[src/rtl/ps2_pkg.sv]
// Shared constants, key state encoding and event word layout for the PS/2 key encoder.
package ps2_pkg;

   localparam logic [7:0] PS2_EXT    = 8'hE0;
   localparam logic [7:0] PS2_BRK    = 8'hF0;
   localparam logic [7:0] PS2_PAUSE  = 8'hE1;
   localparam logic [2:0] PAUSE_SKIP = 3'd7;

   localparam int unsigned FRAME_LEN = 11;
   localparam int unsigned BIT_CNT_W = 4;
   localparam int unsigned CODE_W    = 8;
   localparam int unsigned KEY_W     = 11;
   localparam int unsigned TO_W      = 16;
   localparam int unsigned ERR_W     = 8;

   typedef enum logic [2:0] {
      IDLE,
      EXT,
      BRK,
      EXT_BRK,
      SKIP
   } key_state_t;

   // Layout of the toggle-strobed ps2_key word
   typedef struct packed {
      logic              toggle;
      logic              pressed;
      logic              ext;
      logic [CODE_W-1:0] code;
   } ps2_key_t;

   // Status/acknowledge bytes that never form part of a key event
   function automatic logic is_nonkey(input logic [CODE_W-1:0] code);
      case (code)
         8'h00, 8'hAA, 8'hEE, 8'hFA, 8'hFC, 8'hFD, 8'hFE, 8'hFF: return 1'b1;
         default:                                               return 1'b0;
      endcase
   endfunction

endpackage

[src/rtl/ps2_key_encoder_rx.sv]
// PS/2 frame receiver: line synchronizers, clock glitch filter, 11-bit shifter,
// start/parity/stop validation and mid-frame timeout.
module ps2_rx_frame
   import ps2_pkg::*;
#(
   parameter int unsigned     FILTER_LEN = 8,
   parameter logic [TO_W-1:0] TIMEOUT    = 16'd6000
) (
   input  logic              clk,
   input  logic              reset,
   input  logic              ps2_clk,
   input  logic              ps2_data,
   output logic              byte_valid,
   output logic [CODE_W-1:0] byte_data,
   output logic              frame_err
);

   localparam int unsigned          FLT_W    = $clog2(FILTER_LEN + 1);
   localparam logic [FLT_W-1:0]     FLT_LAST = FLT_W'(FILTER_LEN - 1);
   localparam logic [BIT_CNT_W-1:0] LAST_DATA_IDX = BIT_CNT_W'(CODE_W);
   localparam logic [BIT_CNT_W-1:0] PAR_IDX  = BIT_CNT_W'(FRAME_LEN - 2);
   localparam logic [BIT_CNT_W-1:0] STOP_IDX = BIT_CNT_W'(FRAME_LEN - 1);

   logic [1:0]           clk_sync_q;
   logic [1:0]           data_sync_q;
   logic                 clk_s;
   logic                 data_s;
   logic                 clk_filt;
   logic [FLT_W-1:0]     flt_cnt;
   logic                 fall_c;
   logic [BIT_CNT_W-1:0] bit_cnt;
   logic [CODE_W-1:0]    shift_q;
   logic                 parity_q;
   logic [TO_W-1:0]      to_cnt;

   // Two-flop synchronizers; lines idle high
   always_ff @(posedge clk) begin
      if (reset) begin
         clk_sync_q  <= 2'b11;
         data_sync_q <= 2'b11;
      end else begin
         clk_sync_q  <= {clk_sync_q[0], ps2_clk};
         data_sync_q <= {data_sync_q[0], ps2_data};
      end
   end

   assign clk_s  = clk_sync_q[1];
   assign data_s = data_sync_q[1];

   // Accept a clock level only after FILTER_LEN consecutive differing samples
   always_ff @(posedge clk) begin
      if (reset) begin
         clk_filt <= 1'b1;
         flt_cnt  <= '0;
      end else if (clk_s == clk_filt) begin
         flt_cnt <= '0;
      end else if (flt_cnt == FLT_LAST) begin
         clk_filt <= clk_s;
         flt_cnt  <= '0;
      end else begin
         flt_cnt <= flt_cnt + FLT_W'(1);
      end
   end

   assign fall_c = clk_filt && !clk_s && (flt_cnt == FLT_LAST);

   // Bit shifter with validation; a falling edge always beats a timeout
   always_ff @(posedge clk) begin
      if (reset) begin
         bit_cnt    <= '0;
         shift_q    <= '0;
         parity_q   <= 1'b0;
         to_cnt     <= TIMEOUT;
         byte_valid <= 1'b0;
         byte_data  <= '0;
         frame_err  <= 1'b0;
      end else begin
         byte_valid <= 1'b0;
         frame_err  <= 1'b0;
         if (fall_c) begin
            to_cnt <= TIMEOUT;
            if (bit_cnt == '0) begin
               if (data_s) frame_err <= 1'b1;
               else        bit_cnt   <= BIT_CNT_W'(1);
            end else if (bit_cnt <= LAST_DATA_IDX) begin
               shift_q <= {data_s, shift_q[CODE_W-1:1]};
               bit_cnt <= bit_cnt + BIT_CNT_W'(1);
            end else if (bit_cnt == PAR_IDX) begin
               parity_q <= data_s;
               bit_cnt  <= STOP_IDX;
            end else begin
               bit_cnt <= '0;
               if (data_s && (^{shift_q, parity_q})) begin
                  byte_valid <= 1'b1;
                  byte_data  <= shift_q;
               end else begin
                  frame_err <= 1'b1;
               end
            end
         end else if (bit_cnt != '0) begin
            if (to_cnt <= TO_W'(1)) begin
               frame_err <= 1'b1;
               bit_cnt   <= '0;
               to_cnt    <= TIMEOUT;
            end else begin
               to_cnt <= to_cnt - TO_W'(1);
            end
         end
      end
   end

endmodule

[src/rtl/ps2_key_encoder.sv]
// PS/2 keyboard to toggle-strobed ps2_key event word. Optional typematic repeat
// suppression is enabled by defining PS2_TYPEMATIC_FILTER_EN.
module ps2_key_encoder
   import ps2_pkg::*;
#(
   parameter int unsigned     FILTER_LEN = 8,
   parameter logic [TO_W-1:0] TIMEOUT    = 16'd6000
) (
   input  logic             clk,
   input  logic             reset,
   input  logic             ps2_clk,
   input  logic             ps2_data,
   output logic [KEY_W-1:0] ps2_key,
   output logic             frame_err,
   output logic [ERR_W-1:0] err_cnt
);

   logic              byte_valid;
   logic [CODE_W-1:0] byte_data;
   key_state_t        state;
   logic [2:0]        skip_cnt;
   ps2_key_t          key_q;
   logic              ev_req_c;
   logic              ev_pressed_c;
   logic              ev_ext_c;
   logic              suppress_c;

   ps2_rx_frame #(
      .FILTER_LEN (FILTER_LEN),
      .TIMEOUT    (TIMEOUT)
   ) u_rx (
      .clk        (clk),
      .reset      (reset),
      .ps2_clk    (ps2_clk),
      .ps2_data   (ps2_data),
      .byte_valid (byte_valid),
      .byte_data  (byte_data),
      .frame_err  (frame_err)
   );

   // Which bytes complete a key event, and with what press/extended flags
   always_comb begin
      ev_req_c     = 1'b0;
      ev_pressed_c = 1'b1;
      ev_ext_c     = 1'b0;
      if (byte_valid && (state != SKIP) && !is_nonkey(byte_data)) begin
         case (state)
            IDLE: begin
               ev_req_c = (byte_data != PS2_EXT) && (byte_data != PS2_BRK) &&
                          (byte_data != PS2_PAUSE);
            end
            EXT: begin
               ev_req_c = (byte_data != PS2_EXT) && (byte_data != PS2_BRK);
               ev_ext_c = 1'b1;
            end
            BRK: begin
               ev_req_c     = 1'b1;
               ev_pressed_c = 1'b0;
            end
            EXT_BRK: begin
               ev_req_c     = 1'b1;
               ev_pressed_c = 1'b0;
               ev_ext_c     = 1'b1;
            end
            default: ev_req_c = 1'b0;
         endcase
      end
   end

   // Prefix / break / pause-skip state machine
   always_ff @(posedge clk) begin
      if (reset) begin
         state    <= IDLE;
         skip_cnt <= '0;
      end else if (byte_valid) begin
         if (state == SKIP) begin
            skip_cnt <= skip_cnt - 3'd1;
            if (skip_cnt == 3'd1) state <= IDLE;
         end else if (is_nonkey(byte_data)) begin
            state <= IDLE;
         end else begin
            case (state)
               IDLE: begin
                  if (byte_data == PS2_EXT) begin
                     state <= EXT;
                  end else if (byte_data == PS2_BRK) begin
                     state <= BRK;
                  end else if (byte_data == PS2_PAUSE) begin
                     state    <= SKIP;
                     skip_cnt <= PAUSE_SKIP;
                  end
               end
               EXT: begin
                  if (byte_data == PS2_BRK)      state <= EXT_BRK;
                  else if (byte_data != PS2_EXT) state <= IDLE;
               end
               default: state <= IDLE;
            endcase
         end
      end
   end

`ifdef PS2_TYPEMATIC_FILTER_EN
   logic [CODE_W:0] last_make;
   logic            last_valid;

   assign suppress_c = ev_pressed_c && last_valid && (last_make == {ev_ext_c, byte_data});

   // Remember the held key so auto-repeat makes do not re-strobe
   always_ff @(posedge clk) begin
      if (reset) begin
         last_make  <= '0;
         last_valid <= 1'b0;
      end else if (ev_req_c) begin
         if (ev_pressed_c) begin
            last_make  <= {ev_ext_c, byte_data};
            last_valid <= 1'b1;
         end else if (last_make == {ev_ext_c, byte_data}) begin
            last_valid <= 1'b0;
         end
      end
   end
`else
   assign suppress_c = 1'b0;
`endif

   // Event word: payload and toggle update together
   always_ff @(posedge clk) begin
      if (reset) begin
         key_q <= '0;
      end else if (ev_req_c && !suppress_c) begin
         key_q.toggle  <= ~key_q.toggle;
         key_q.pressed <= ev_pressed_c;
         key_q.ext     <= ev_ext_c;
         key_q.code    <= byte_data;
      end
   end

   assign ps2_key = key_q;

   // Saturating error counter
   always_ff @(posedge clk) begin
      if (reset) begin
         err_cnt <= '0;
      end else if (frame_err && (err_cnt != '1)) begin
         err_cnt <= err_cnt + ERR_W'(1);
      end
   end

endmodule

[config.mk]
export PLATFORM = sky130hd
export DESIGN_NAME = ps2_key_encoder
export DESIGN_NICKNAME = d
export VERILOG_FILES = /design/src/rtl/ps2_pkg.sv /design/src/rtl/ps2_key_encoder_rx.sv /design/src/rtl/ps2_key_encoder.sv
export SDC_FILE = /design/constraint.sdc
export NUM_CORES = 1
export LEC_CHECK = 0
export ABC_AREA = 0
export CORE_MARGIN = 5
export CORE_UTILIZATION = 55
export DETAILED_ROUTE_END_ITERATION = 8
export PLACE_DENSITY = 0.84
export SLEW_MARGIN = 25
export SYNTH_ARGS = -nofsm -noshare
export SYNTH_HDL_FRONTEND = slang
export SYNTH_HIERARCHICAL = 1
export SYNTH_SLANG_ARGS = --single-unit
[constraint.sdc]
create_clock -name clk -period 2.8 [get_ports clk]
set_clock_uncertainty 0.05 [all_clocks]
set_input_delay 0.7 -clock clk [delete_from_list [all_inputs] [get_ports clk]]
set_output_delay 0.7 -clock clk [all_outputs]
set_load 0.02 [all_outputs]
Word-level counts from Yosys, hierarchy flattened
Index checks and enable logic that the tools add are counted.
Operators by class
  add/sub/neg operators: 5
  $lt $le $gt $ge: 2
  eq/ne operators: 30
  multiplexer cells: 42
  bitwise operators: 6
  reductions and logical operators: 32
Operators with widths (number)
  8-bit == test (second input constant): 10
  3-bit two-way mux: 14
  8-bit inequality test (second input constant): 4
  4-bit two-way mux: 7
  1-bit two-way mux: 18
  16-bit by 1-bit <= comparator with 1-bit output (second input constant): 1
  16-bit two-way mux: 1
  16-bit by 1-bit subtractor with 16-bit output (second input constant): 1
  9-bit XOR reduction: 1
  4-bit by 1-bit adder with 4-bit output (second input constant): 2
  8-bit by 1-bit adder with 8-bit output (second input constant): 1
  1-bit logical AND: 8
  8-bit logical NOT: 1
  4-bit AND reduction: 2
  2-bit nonzero test: 4
  8-bit OR reduction: 1
  3-bit by 1-bit == test with 1-bit output (second input constant): 2
  3-bit by 2-bit == test with 1-bit output (second input constant): 2
  2-bit inequality test (second input constant): 3
  3-bit inequality test (second input constant): 2
  6-bit inequality test (second input constant): 1
  1-bit NOT: 6
  3-bit case mux with 2 select lines: 1
  3-bit AND reduction: 2
  other kinds (19): 22
Word-level totals
  bits in registers: 73
  output and inout bits: 20

Longest topological paths before layout
Gate-level depths: netlist of run 1.
  depth in word-level cells: 8
  mapped depth: 9
  gate-level depth less buffers: 7

Modules after synthesis
The synthesis of run 1 kept the hierarchy.
By module, submodules not included
  ps2_rx_frame: times used 1, cells an instance 230, area each 2193.4 µm², seq. area each 960.9 µm²
  ps2_key_encoder: times used 1, cells an instance 160, area each 1328.8 µm², seq. area each 500.5 µm²

Worst setup path after synthesis of run 1
No wires, ideal clock.
  path kind: reg2reg
  start point: reg u_rx.bit_cnt[0]
  end point: reg u_rx.to_cnt[1]
  library setup time: 0.121 ns
  arrival: 1.854 ns
  required time: 2.629 ns
  path slack: 0.775 ns
  stages on the path, launching flop included: 9
  path through: dfxtp_1 -> inv_1 -> ha_1 -> nor3b_2 -> or4_4 -> o21bai_4 -> nand2b_1 -> buf_4 -> a211oi_1
On the way
  word-level cells in the longest chain between the ends: 1
Ends and longest elaborated chain
  start: declaration: line ps2_key_encoder_rx.sv:31  | logic [BIT_CNT_W-1:0] bit_cnt;
  start signal: assignment: line ps2_key_encoder_rx.sv:87  | bit_cnt <= bit_cnt + BIT_CNT_W'(1);
  4-bit nonzero test: line ps2_key_encoder_rx.sv:100  | end else if (bit_cnt != '0) begin
  end signal: assignment: line ps2_key_encoder_rx.sv:106  | to_cnt <= to_cnt - TO_W'(1);
  end: declaration: line ps2_key_encoder_rx.sv:34  | logic [TO_W-1:0] to_cnt;
No other way between the ends.
A chain may end at the register's enable or synchronous reset.

Final worst setup path of run 1
Ends and elaborated chain as after synthesis.

==> summary.txt, run 1 <==
Clock tree
  – TritonCTS clock tree: done
  – CTS HTree Levels: 3
  – CTS Sinks: 73
  – Post-CTS sizing: 0
  – Clock root buffer: clkbuf_8
  – Max clock buf depth: 2
  – Cts hold-fix bufs: 0
  – Worst-Skew Late Latency: 0.35 ns
  – Clock transition at the registers of the reported paths: 0.07 ns
  – Setup bufs post-CTS: 0
  – Num CTS Buffers: 9

Timing
  – Final setup TNS: 0 ns
  – Max Clock Freq: 438 MHz
  – Final clock period utilization by the worst path: 81.5%
  – Endpoints failing hold: 0
  – RSZ-0062 raised after global routing: no
  – Post-route minimum period: 2.28 ns
  – Worst slew pin tran: 0.540 ns
  – Max Slew Vio Count: 0
  – Setup-failing EPs final: 0
  – Relative slew margins: 64.0%

Setup path
  – Critical Path AT: 2.46 ns
  – Critical path class: reg -> reg
  – CP Capture Type: flip-flop
  – Crit-path slowest cell: or4_4
  – CP Cell Sequence: inv_1 -> ha_1 -> nor3b_2 -> or4_4 -> o21bai_4 -> nand2b_1 -> a211oi_1
  – R2R setup slack: 0.52 ns
  – WP buf/inv: 1
  – Max FO, Critical Path: 8
  – CP top delay family: simple AND/OR/NAND/NOR gates
  – Startpoint types: flip-flop
  – Max stage delay on crit path: 0.59 ns
  – Required @ worst endpoint: 2.97 ns

Synth
  – Most numerous cell in the Yosys netlist: dfxtp_1
  – Yosys warning total: 6
  – Synthesized area per cell: 9.03 um2
  – Syn Nets: 404
  – Number of flops mapped to enable cells by yosys: 0
  – Yosys top cell area share: 41.5%
  – Sequential share of the synthesized area: 41.5%
  – FFs w/ async S/R, synth: 0%
  – Synth area leader: dfxtp_1
  – Primary FF master, synth: dfxtp_1
  – Cell Area, Synth: 3520 um2
  – Cell variety after synth: 65
  – Dominant cells by area after synthesis: dfxtp_1, xnor2_1, nand2_1
  – Top cell types by occurrence after synthesis: dfxtp_1, nand2_1, nor2_1
  – Cells after Synth: 390
  – Seq cells post-synth: 73

Global routing
  – Largest net degree at the start of global routing: 29
  – Vias in the first global route: 2725
  – GR Util met1: 21.2%
  – Initial antenna violation count: 0
  – Met3 Use GR: 6.34%
  – Grt peak-use layer: met2
  – Met2 usage in global routing: 28.2%
  – GRT overflow: 0
  – Tot GR Track Use: 17.4%
  – First-pass GRT wire length: 12000 um

Floorplanning
  – # IOs: 24
  – Initial core utilization: 56.1%
  – Core area: 6280 um2
  – DIE AREA: 8100 um2
  – DIE WIDTH: 90.0 um
  – Die Y-Extent: 90.0 um
  – Site row count: 29

Route
  – DR vias: 2743
  – Initial DRC count: 124
  – DR WL/cell: 13.7 um
  – Vias per inst: 5.59
  – Antenna Nets Post-Route: 0
  – Routed WL: 6720 um
  – Initial DRT Pass Iterations: 4
  – DRC Markers: 0

Place
  – Cells after DPL: 476
  – RePlAce Congestion: 0.806
  – Final HPWL DP: 4810 um
  – IO Port Bufs: 23
  – DP Area: 3760 um2

Job
  – Max_cap viols: 0

Finish
  – Fillers: 532
  – Fin area: 3980 um2
  – Fin nets: 424
  – Share of cells above drive strength 1: 10.6%
  – ANT cells: 0
  – Non-filler cells, final: 491
  – Synthesis-to-layout area growth: 13.0%

Power
  – Worst VDD drop: 0.379 mV
  – PD cells: 487 nW/um2
  – Leak Pwr: 1.43 nW
  – Power, Total: 0.00194 W

Min path
  – Hold Path Class: reg -> reg

Status
  – Status: finished, final reports clean
-- registers in the layout, summed over array words and instances, names as in the netlist --
signal	cells
u_rx/clk_filt	1
u_rx/data_sync_q	2
u_rx/flt_cnt	4
u_rx/shift_q	8
state	3
u_rx/byte_valid	1
err_cnt	8
u_rx/clk_sync_q	2
u_rx/to_cnt	16
skip_cnt	3
u_rx/bit_cnt	4
u_rx/byte_data	8
u_rx/parity_q	1
u_rx/frame_err	1
ps2_key	11
-- stage by stage --
stage                     setup WS [ns]  util [%]  hold WS (ns)
after global routing              0.356      63.4         0.387
after CTS                         0.524      63.4         0.370
after global placement            0.596      60.0         0.342
final                             0.518      63.4         0.369
after detailed placement          0.535      60.0         0.352
after floorplan                   0.775         -         0.339
-- placed cells by master, fill, tap and decap left out, drive strengths merged, types with 5 or more instances in the layout --
cell and instances:
nand4 6, nand3 18, inv 11, xor2 9, clkdlybuf4s50 23, nor2 43
buf 6, xnor2 20, a21oi 22, o21ai 14, mux2i 16, ha 10
dfxtp 73, or3 5, nor3 12, nand2 44, clkbuf 13
-- worst reg2reg max path: stages, from the launching register on --
cell      delay [ns]
dfxtp_1         0.38
inv_1           0.10
ha_1            0.26
nor3b_2         0.23
or4_4           0.59
o21bai_4        0.16
nand2b_1        0.31
a211oi_1        0.09
-- final timing paths --
| kind | from | to | cells past startpoint |
|---|---|---|---|
| min | u_rx/clk_sync_q[0]$_SDFF_PP1_ | u_rx/clk_sync_q[1]$_SDFF_PP1_ | 1 |
| max reg2reg | u_rx/bit_cnt[0]$_SDFFE_PP0P_ | u_rx/to_cnt[1]$_SDFFE_PP0N_ | 7 |
| max | u_rx/bit_cnt[0]$_SDFFE_PP0P_ | u_rx/to_cnt[1]$_SDFFE_PP0N_ | 7 |
| min reg2reg | u_rx/clk_sync_q[0]$_SDFF_PP1_ | u_rx/clk_sync_q[1]$_SDFF_PP1_ | 1 |
-- power breakdown --
group / internal, W / switching [W] / leakage (nW)
Clock: 0.000502 / 0.000361 / 0.112
Combinational: 0.0000108 / 0.0000212 / 0.728
Sequential: 0.00104 / 0.00000169 / 0.589
-- cells by family (layout without fill, tap and decap cells) --
family,Yosys count,after routing,share of synthesized area [%]
XOR/XNOR,30,30,7.85
AO/OA/AOI/OAI,64,64,13.4
adder cells (fa/ha/maj),11,11,3.84
multiplexers,16,16,4.55
AND/OR/NAND/NOR,165,165,24.0
buffers and inverters,31,55,4.83
flip-flops,73,73,41.5
-- layout make-up --
cell class | count | area, um2 | share of cell area [%]
Inverter | 11 | 41.3 | 1.04
Clock inverter | 2 | 35.0 | 0.881
Clock buffer | 13 | 179 | 4.50
Multi-Input combinational cell | 286 | 1890 | 47.5
Sequential cell | 73 | 1460 | 36.7
Timing Repair Buffer | 29 | 275 | 6.92
Tap cell | 77 | 96.3 | 2.42
-- per-layer routing --
metal	wire (um)	share of wire [%]	vias to the layer above
li1	-	-	1397
met2	3270	49	60
met3	338	5.0	8
met4	85	1.3	0
met5	0	0	-
met1	3030	45	1278
Note: power is estimated with default switching activity, not from simulation.
==> inputs of run 2 (changes only) <==
clock period = 2.12 ns   (was 2.8 ns; I/O delays follow)
==> summary.txt, run 2 (same netlist as run 1, synthesis figures left out) <==
Status
  – Status: finished, final reports clean (unchanged)

Place
  – Cells after DPL: 483 (was 476)
  – IO Port Bufs: 23 (unchanged)
  – Final HPWL DP: 4830 um (was 4810 um)
  – DP Area: 3830 um2 (was 3760 um2)
  – RePlAce Congestion: 0.831 (was 0.806)

Finish
  – Non-filler cells, final: 499 (was 491)
  – Fin area: 4050 um2 (was 3980 um2)
  – Max reg flops: 16 (unchanged)
  – Most frequent cells in the layout: dfxtp_1, nand2_1, nor2_1 (was dfxtp_1, nor2_1, nand2_1)
  – Biggest register: u_rx/to_cnt (unchanged)
  – Share of cells above drive strength 1: 14.0% (was 10.6%)
  – Fillers: 497 (was 532)
  – Fin nets: 432 (was 424)
  – Most common cell after layout, fill and taps aside: dfxtp_1 (unchanged)
  – FF/Latch Area: 1460 um2 (about the same)
  – Synthesis-to-layout area growth: 15.1% (was 13.0%)
  – ANT cells: 0 (unchanged)
  – Footprint of the multi-input gates: 1930 um2 (was 1890 um2)

Clock tree
  – CTS HTree Levels: 3 (unchanged)
  – Cts hold-fix bufs: 0 (unchanged)
  – Max clock buf depth: 2 (unchanged)
  – Clock root buffer: clkbuf_8 (unchanged)
  – CTS Sinks: 73 (unchanged)
  – Num CTS Buffers: 9 (unchanged)
  – TritonCTS clock tree: done (unchanged)
  – Setup bufs post-CTS: 0 (unchanged)
  – Worst-Skew Late Latency: 0.33 ns (was 0.35 ns)
  – Clock transition at the registers of the reported paths: 0.08 ns (was 0.07 ns)

Global routing
  – Largest net degree at the start of global routing: 35 (was 29)
  – Met2 usage in global routing: 28.2% (unchanged)
  – GRT overflow: 0 (unchanged)
  – Tot GR Track Use: 17.1% (was 17.4%)
  – Vias in the first global route: 2691 (was 2725)
  – Grt peak-use layer: met2 (unchanged)
  – GR Util met1: 20.7% (was 21.2%)
  – Met3 Use GR: 3.26% (was 6.34%)
  – Initial antenna violation count: 0 (unchanged)
  – First-pass GRT wire length: 11700 um (was 12000 um)

Job
  – Max_cap viols: 0 (unchanged)

Timing
  – RSZ-0062 raised after global routing: no (unchanged)
  – Final setup TNS: 0 ns (unchanged)
  – Endpoints failing hold: 0 (unchanged)
  – Setup-failing EPs final: 0 (unchanged)
  – Max Clock Freq: 492 MHz (was 438 MHz)
  – Post-route minimum period: 2.03 ns (was 2.28 ns)
  – Final clock period utilization by the worst path: 95.8% (was 81.5%)
  – Max Slew Vio Count: 0 (unchanged)
  – Worst slew pin tran: 0.519 ns (was 0.540 ns)
  – Relative slew margins: 65.0% (was 64.0%)

Route
  – Initial DRC count: 115 (was 124)
  – Initial DRT Pass Iterations: 4 (unchanged)
  – Antenna Nets Post-Route: 0 (unchanged)
  – Routed WL: 6880 um (was 6720 um)
  – Vias per inst: 5.76 (was 5.59)
  – DRC Markers: 0 (unchanged)
  – DR vias: 2875 (was 2743)
  – DR WL/cell: 13.8 um (was 13.7 um)

Min path
  – Hold Path Class: reg -> reg (unchanged)

Setup path
  – R2R depth: 5 (was 7)
  – CP Cell Sequence: or4_4 -> or4_4 -> o21bai_4 -> nand2b_4 -> a211oi_1 (was inv_1 -> ha_1 -> nor3b_2 -> or4_4 -> o21bai_4 -> nand2b_1 -> a211oi_1)
  – CP startpoint: u_rx/to_cnt[3]$_SDFFE_PP0N_ (was u_rx/bit_cnt[0]$_SDFFE_PP0P_)
  – Worst Setup EP: u_rx/to_cnt[1]$_SDFFE_PP0N_ (unchanged)
  – Startpoint types: flip-flop (unchanged)
  – R2R setup slack: 0.09 ns (was 0.52 ns)
  – CP Capture Type: flip-flop (unchanged)
  – Max FO, Critical Path: 8 (unchanged)
  – FF-to-FF Start: u_rx/to_cnt[3]$_SDFFE_PP0N_ (was u_rx/bit_cnt[0]$_SDFFE_PP0P_)
  – Crit-path slowest cell: or4_4 (unchanged)
  – Critical path class: reg -> reg (unchanged)
  – Most frequent cell on the critical path: or4_4
  – Required @ worst endpoint: 2.30 ns (was 2.97 ns)
  – R2R Path End: u_rx/to_cnt[1]$_SDFFE_PP0N_ (unchanged)
  – Max stage delay on crit path: 0.57 ns (was 0.59 ns)
  – Critical Path AT: 2.21 ns (was 2.46 ns)

Floorplanning
  – Initial core utilization: 56.1% (unchanged)
  – Core area: 6280 um2 (unchanged)
  – Die Y-Extent: 90.0 um (unchanged)
  – # IOs: 24 (unchanged)
  – Site row count: 29 (unchanged)
  – DIE WIDTH: 90.0 um (unchanged)
  – DIE AREA: 8100 um2 (unchanged)

Power
  – Worst VDD drop: 0.369 mV (was 0.379 mV)
  – Power, Total: 0.00240 W (was 0.00194 W)
  – Leak Pwr: 1.48 nW (was 1.43 nW)
  – PD cells: 592 nW/um2 (was 487 nW/um2)
-- run 2: worst min path at each step --
stage               depth (start not counted)  slack [ns]                        endpoint                      startpoint
finish                                      1        0.36  u_rx/data_sync_q[1]$_SDFF_PP1_  u_rx/data_sync_q[0]$_SDFF_PP1_
global route                                1        0.38   u_rx/clk_sync_q[1]$_SDFF_PP1_   u_rx/clk_sync_q[0]$_SDFF_PP1_
CTS                                         1        0.36  u_rx/data_sync_q[1]$_SDFF_PP1_  u_rx/data_sync_q[0]$_SDFF_PP1_
detailed placement                          1        0.35  u_rx/data_sync_q[1]$_SDFF_PP1_  u_rx/data_sync_q[0]$_SDFF_PP1_
global placement                            1        0.34   u_rx/clk_sync_q[1]$_SDFF_PP1_   u_rx/clk_sync_q[0]$_SDFF_PP1_
floorplan                                   1        0.34   u_rx/clk_sync_q[1]$_SDFF_PP1_   u_rx/clk_sync_q[0]$_SDFF_PP1_
-- run 2: power by group --
part           switching [W]  internal [W]  leakage [nW]
registers         0.00000207       0.00137         0.590
clock network       0.000495      0.000482        0.0874
logic              0.0000301     0.0000178         0.803
total               0.000527       0.00187          1.48
-- run 2: area by class of cell --
cell class / count / share of cell area, %
clock buffers: 11 / 3.74
well taps: 77 / 2.38
inverters: 11 / 1.02
clock inverters: 4 / 0.710
multi-input cells: 286 / 47.5
repair buffers: 37 / 8.52
flip-flops and latches: 73 / 36.1
-- run 2: metrics by stage --
| stage | hold slack, ns | worst slack, ns | utilization [%] |
|---|---|---|---|
| 4_1_cts | 0.362 | 0.0466 | 63.9 |
| 5_1_grt | 0.378 | 0.0217 | 64.6 |
| 3_5_place_dp | 0.348 | -0.0318 | 61.0 |
| 6_report | 0.361 | 0.0883 | 64.6 |
| 3_3_place_gp | 0.342 | 0.0105 | 61.0 |
| 2_1_floorplan | 0.339 | 0.0952 | - |
-- run 2: worst max-delay path, delay by kind of cell (launching register included) --
family | cells | cell delay [ns]
and+or+nand+nor | 3 | 1.32
DFF | 1 | 0.32
AOI/OAI and AO/OA | 2 | 0.24
-- run 2: routing by layer --
metal  vias to the layer above  wire [um]
met5                         -          0
met4                         0        104
met3                        10        277
met2                        64       3400
met1                      1382       3100
li1                       1419          -
-- run 2: timing repair --
action	in CTS	in global routing
pin swaps	0	2
gates cloned	0	1
endpoints found under the hold margin	0	0
setup endpoints to repair	8	22
gates resized for setup	1	9
==> inputs of run 3 (changes only) <==
SKIP_LAST_GASP = 1   (was default)
==> summary.txt, run 3 (same netlist as run 1, synthesis figures left out) <==
Status
  – Status: finished, final reports clean (unchanged)

Power
  – Worst VDD drop: 0.355 mV (was 0.369 mV)
  – Leak Pwr: 1.48 nW (about the same)
  – Cell internal pwr: 0.00187 W (about the same)
  – PD cells: 592 nW/um2 (about the same)
  – Clk pwr share: 40.6% (was 40.7%)
  – Logic pwr share: 2.0% (about the same)
  – Sw Ratio: 21.8% (was 21.9%)
  – Psw: 0.000523 W (was 0.000527 W)
  – Flop pwr share: 57.4% (was 57.3%)

Setup path
  – Crit-path slowest cell: or4_4 (unchanged)
  – Most frequent cell on the critical path: or4_4 (unchanged)
  – Required @ worst endpoint: 2.29 ns (was 2.30 ns)
  – Max FO, Critical Path: 8 (unchanged)
  – CP Cell Sequence: or4_4 -> or4_4 -> o21bai_4 -> nand2b_4 -> a211oi_1 (unchanged)
  – Max stage delay on crit path: 0.56 ns (was 0.57 ns)
  – Critical path class: reg -> reg (unchanged)
  – CP Capture Type: flip-flop (unchanged)
  – FF-to-FF Start: u_rx/to_cnt[3]$_SDFFE_PP0N_ (unchanged)
  – CP startpoint: u_rx/to_cnt[3]$_SDFFE_PP0N_ (unchanged)
  – Critical Path AT: 2.19 ns (was 2.21 ns)
  – Startpoint types: flip-flop (unchanged)

Finish
  – Biggest register: u_rx/to_cnt (unchanged)
  – Share of cells above drive strength 1: 13.7% (was 14.0%)
  – Most frequent cells in the layout: dfxtp_1, nand2_1, nor2_1 (unchanged)
  – Fin nets: 432 (unchanged)
  – Most common cell after layout, fill and taps aside: dfxtp_1 (unchanged)
  – Non-filler cells, final: 499 (unchanged)
  – ANT cells: 0 (unchanged)
  – Synthesis-to-layout area growth: 14.9% (was 15.1%)
  – Max reg flops: 16 (unchanged)

Timing
  – Post-route minimum period: 2.02 ns (was 2.03 ns)
  – Endpoints failing hold: 0 (unchanged)
  – RSZ-0062 raised after global routing: yes (was no)
  – Final clock period utilization by the worst path: 95.3% (was 95.8%)
  – Setup-failing EPs final: 0 (unchanged)
  – Max Slew Vio Count: 0 (unchanged)
  – Max Clock Freq: 495 MHz (was 492 MHz)
  – Worst slew pin tran: 0.517 ns (was 0.519 ns)
  – Setup ws final: 0.0997 ns (was 0.0883 ns)
  – Relative slew margins: 65.2% (was 65.0%)
  – Final setup TNS: 0 ns (unchanged)

Route
  – DR WL/cell: 13.8 um (about the same)
  – DRC Markers: 0 (unchanged)
  – Wl on met1: 3030 um (was 3100 um)
  – Initial DRT Pass Iterations: 4 (unchanged)
  – DR vias: 2863 (was 2875)
  – Initial DRC count: 134 (was 115)
  – Vias per inst: 5.74 (was 5.76)
  – Antenna Nets Post-Route: 0 (unchanged)
  – Routed WL: 6870 um (was 6880 um)
  – Met3 Wirelength: 302 um (was 277 um)
  – Highest metal used: met4 (unchanged)
  – DR WL met2: 3450 um (was 3400 um)

Clock tree
  – Clock root buffer: clkbuf_8 (unchanged)
  – Num CTS Buffers: 9 (unchanged)
  – CTS HTree Levels: 3 (unchanged)
  – Clock transition at the registers of the reported paths: 0.08 ns (about the same)
  – Cts hold-fix bufs: 0 (unchanged)
  – CTS Sinks: 73 (unchanged)
  – Setup bufs post-CTS: 0 (unchanged)
  – Max clock buf depth: 2 (unchanged)
  – Worst-Skew Late Latency: 0.33 ns (about the same)
  – TritonCTS clock tree: done (unchanged)

Floorplanning
  – DIE AREA: 8100 um2 (unchanged)
  – Core area: 6280 um2 (unchanged)
  – Site row count: 29 (unchanged)
  – DIE WIDTH: 90.0 um (unchanged)
  – # IOs: 24 (unchanged)
  – Initial core utilization: 56.1% (unchanged)
  – Die Y-Extent: 90.0 um (unchanged)

Min path
  – Worst hold start: u_rx/data_sync_q[0]$_SDFF_PP1_ (unchanged)
  – Hold Path Class: reg -> reg (unchanged)

Place
  – Cells after DPL: 483 (unchanged)
  – Dpl ws: -0.0318 ns (unchanged)
  – IO Port Bufs: 23 (unchanged)
  – RePlAce Congestion: 0.831 (unchanged)
  – Final HPWL DP: 4830 um (unchanged)

Global routing
  – Vias in the first global route: 2691 (unchanged)
  – Tot GR Track Use: 17.1% (unchanged)
  – Initial antenna violation count: 0 (unchanged)
  – Largest net degree at the start of global routing: 35 (unchanged)
  – First-pass GRT wire length: 11700 um (unchanged)
  – GRT overflow: 0 (unchanged)

Job
  – Max_cap viols: 0 (unchanged)
## run 3: power groups by stage
stage / registers (W) / clock network (W) / logic (W)
after floorplan: 0.00141 / 0 / 0.0000303
after global placement: 0.00141 / 0 / 0.0000454
after detailed placement: 0.00141 / 0 / 0.0000468
after CTS: 0.00138 / 0.00100 / 0.0000471
after global routing: 0.00138 / 0.00107 / 0.0000524
final: 0.00138 / 0.000973 / 0.0000480
## run 3: final cells by class
class / count / area [um2]
Fill cell: 501 / 2230
Multi-Input combinational cell: 286 / 1920
Sequential cell: 73 / 1460
Clock inverter: 4 / 28.8
Inverter: 11 / 41.3
Timing Repair Buffer: 37 / 345
Tap cell: 77 / 96.3
Clock buffer: 11 / 151
## run 3: worst paths after layout
path,endpoint,cells after the start,slack [ns]
worst max-delay path,u_rx/to_cnt[1]$_SDFFE_PP0N_,5,0.1
worst min-delay path,u_rx/data_sync_q[1]$_SDFF_PP1_,1,0.36
worst max register to register,u_rx/to_cnt[1]$_SDFFE_PP0N_,5,0.1
worst min register to register,u_rx/data_sync_q[1]$_SDFF_PP1_,1,0.36
## run 3: stage by stage
| stage | instance area (um2) | hold WS, ns | util (%) | power, W |
|---|---|---|---|---|
| 2_1_floorplan | 3520 | 0.339 | - | 0.00144 |
| 3_3_place_gp | 3830 | 0.342 | 61.0 | 0.00145 |
| 3_5_place_dp | 3830 | 0.348 | 61.0 | 0.00146 |
| 4_1_cts | 4010 | 0.362 | 63.9 | 0.00243 |
| 5_1_grt | 4050 | 0.378 | 64.5 | 0.00250 |
| 6_report | 4050 | 0.361 | 64.5 | 0.00240 |
## run 3: critical path, delay by kind of cell (launching register included)
kind	cells	cell delay (ns)
flip-flops	1	0.32
AND/OR/NAND/NOR	3	1.31
AO/OA/AOI/OAI	2	0.24
## run 3: timing repair
item,in CTS,in global routing
cloned,0,1
endpoints found under the setup margin,8,22
gates resized for setup,1,8
pin swaps,0,2
## run 3: routing by layer
layer,global-route usage (%),vias up
met2,28.2,72
met5,0,-
met4,9.43,0
met3,3.26,8
met1,20.7,1362
li1,-,1421
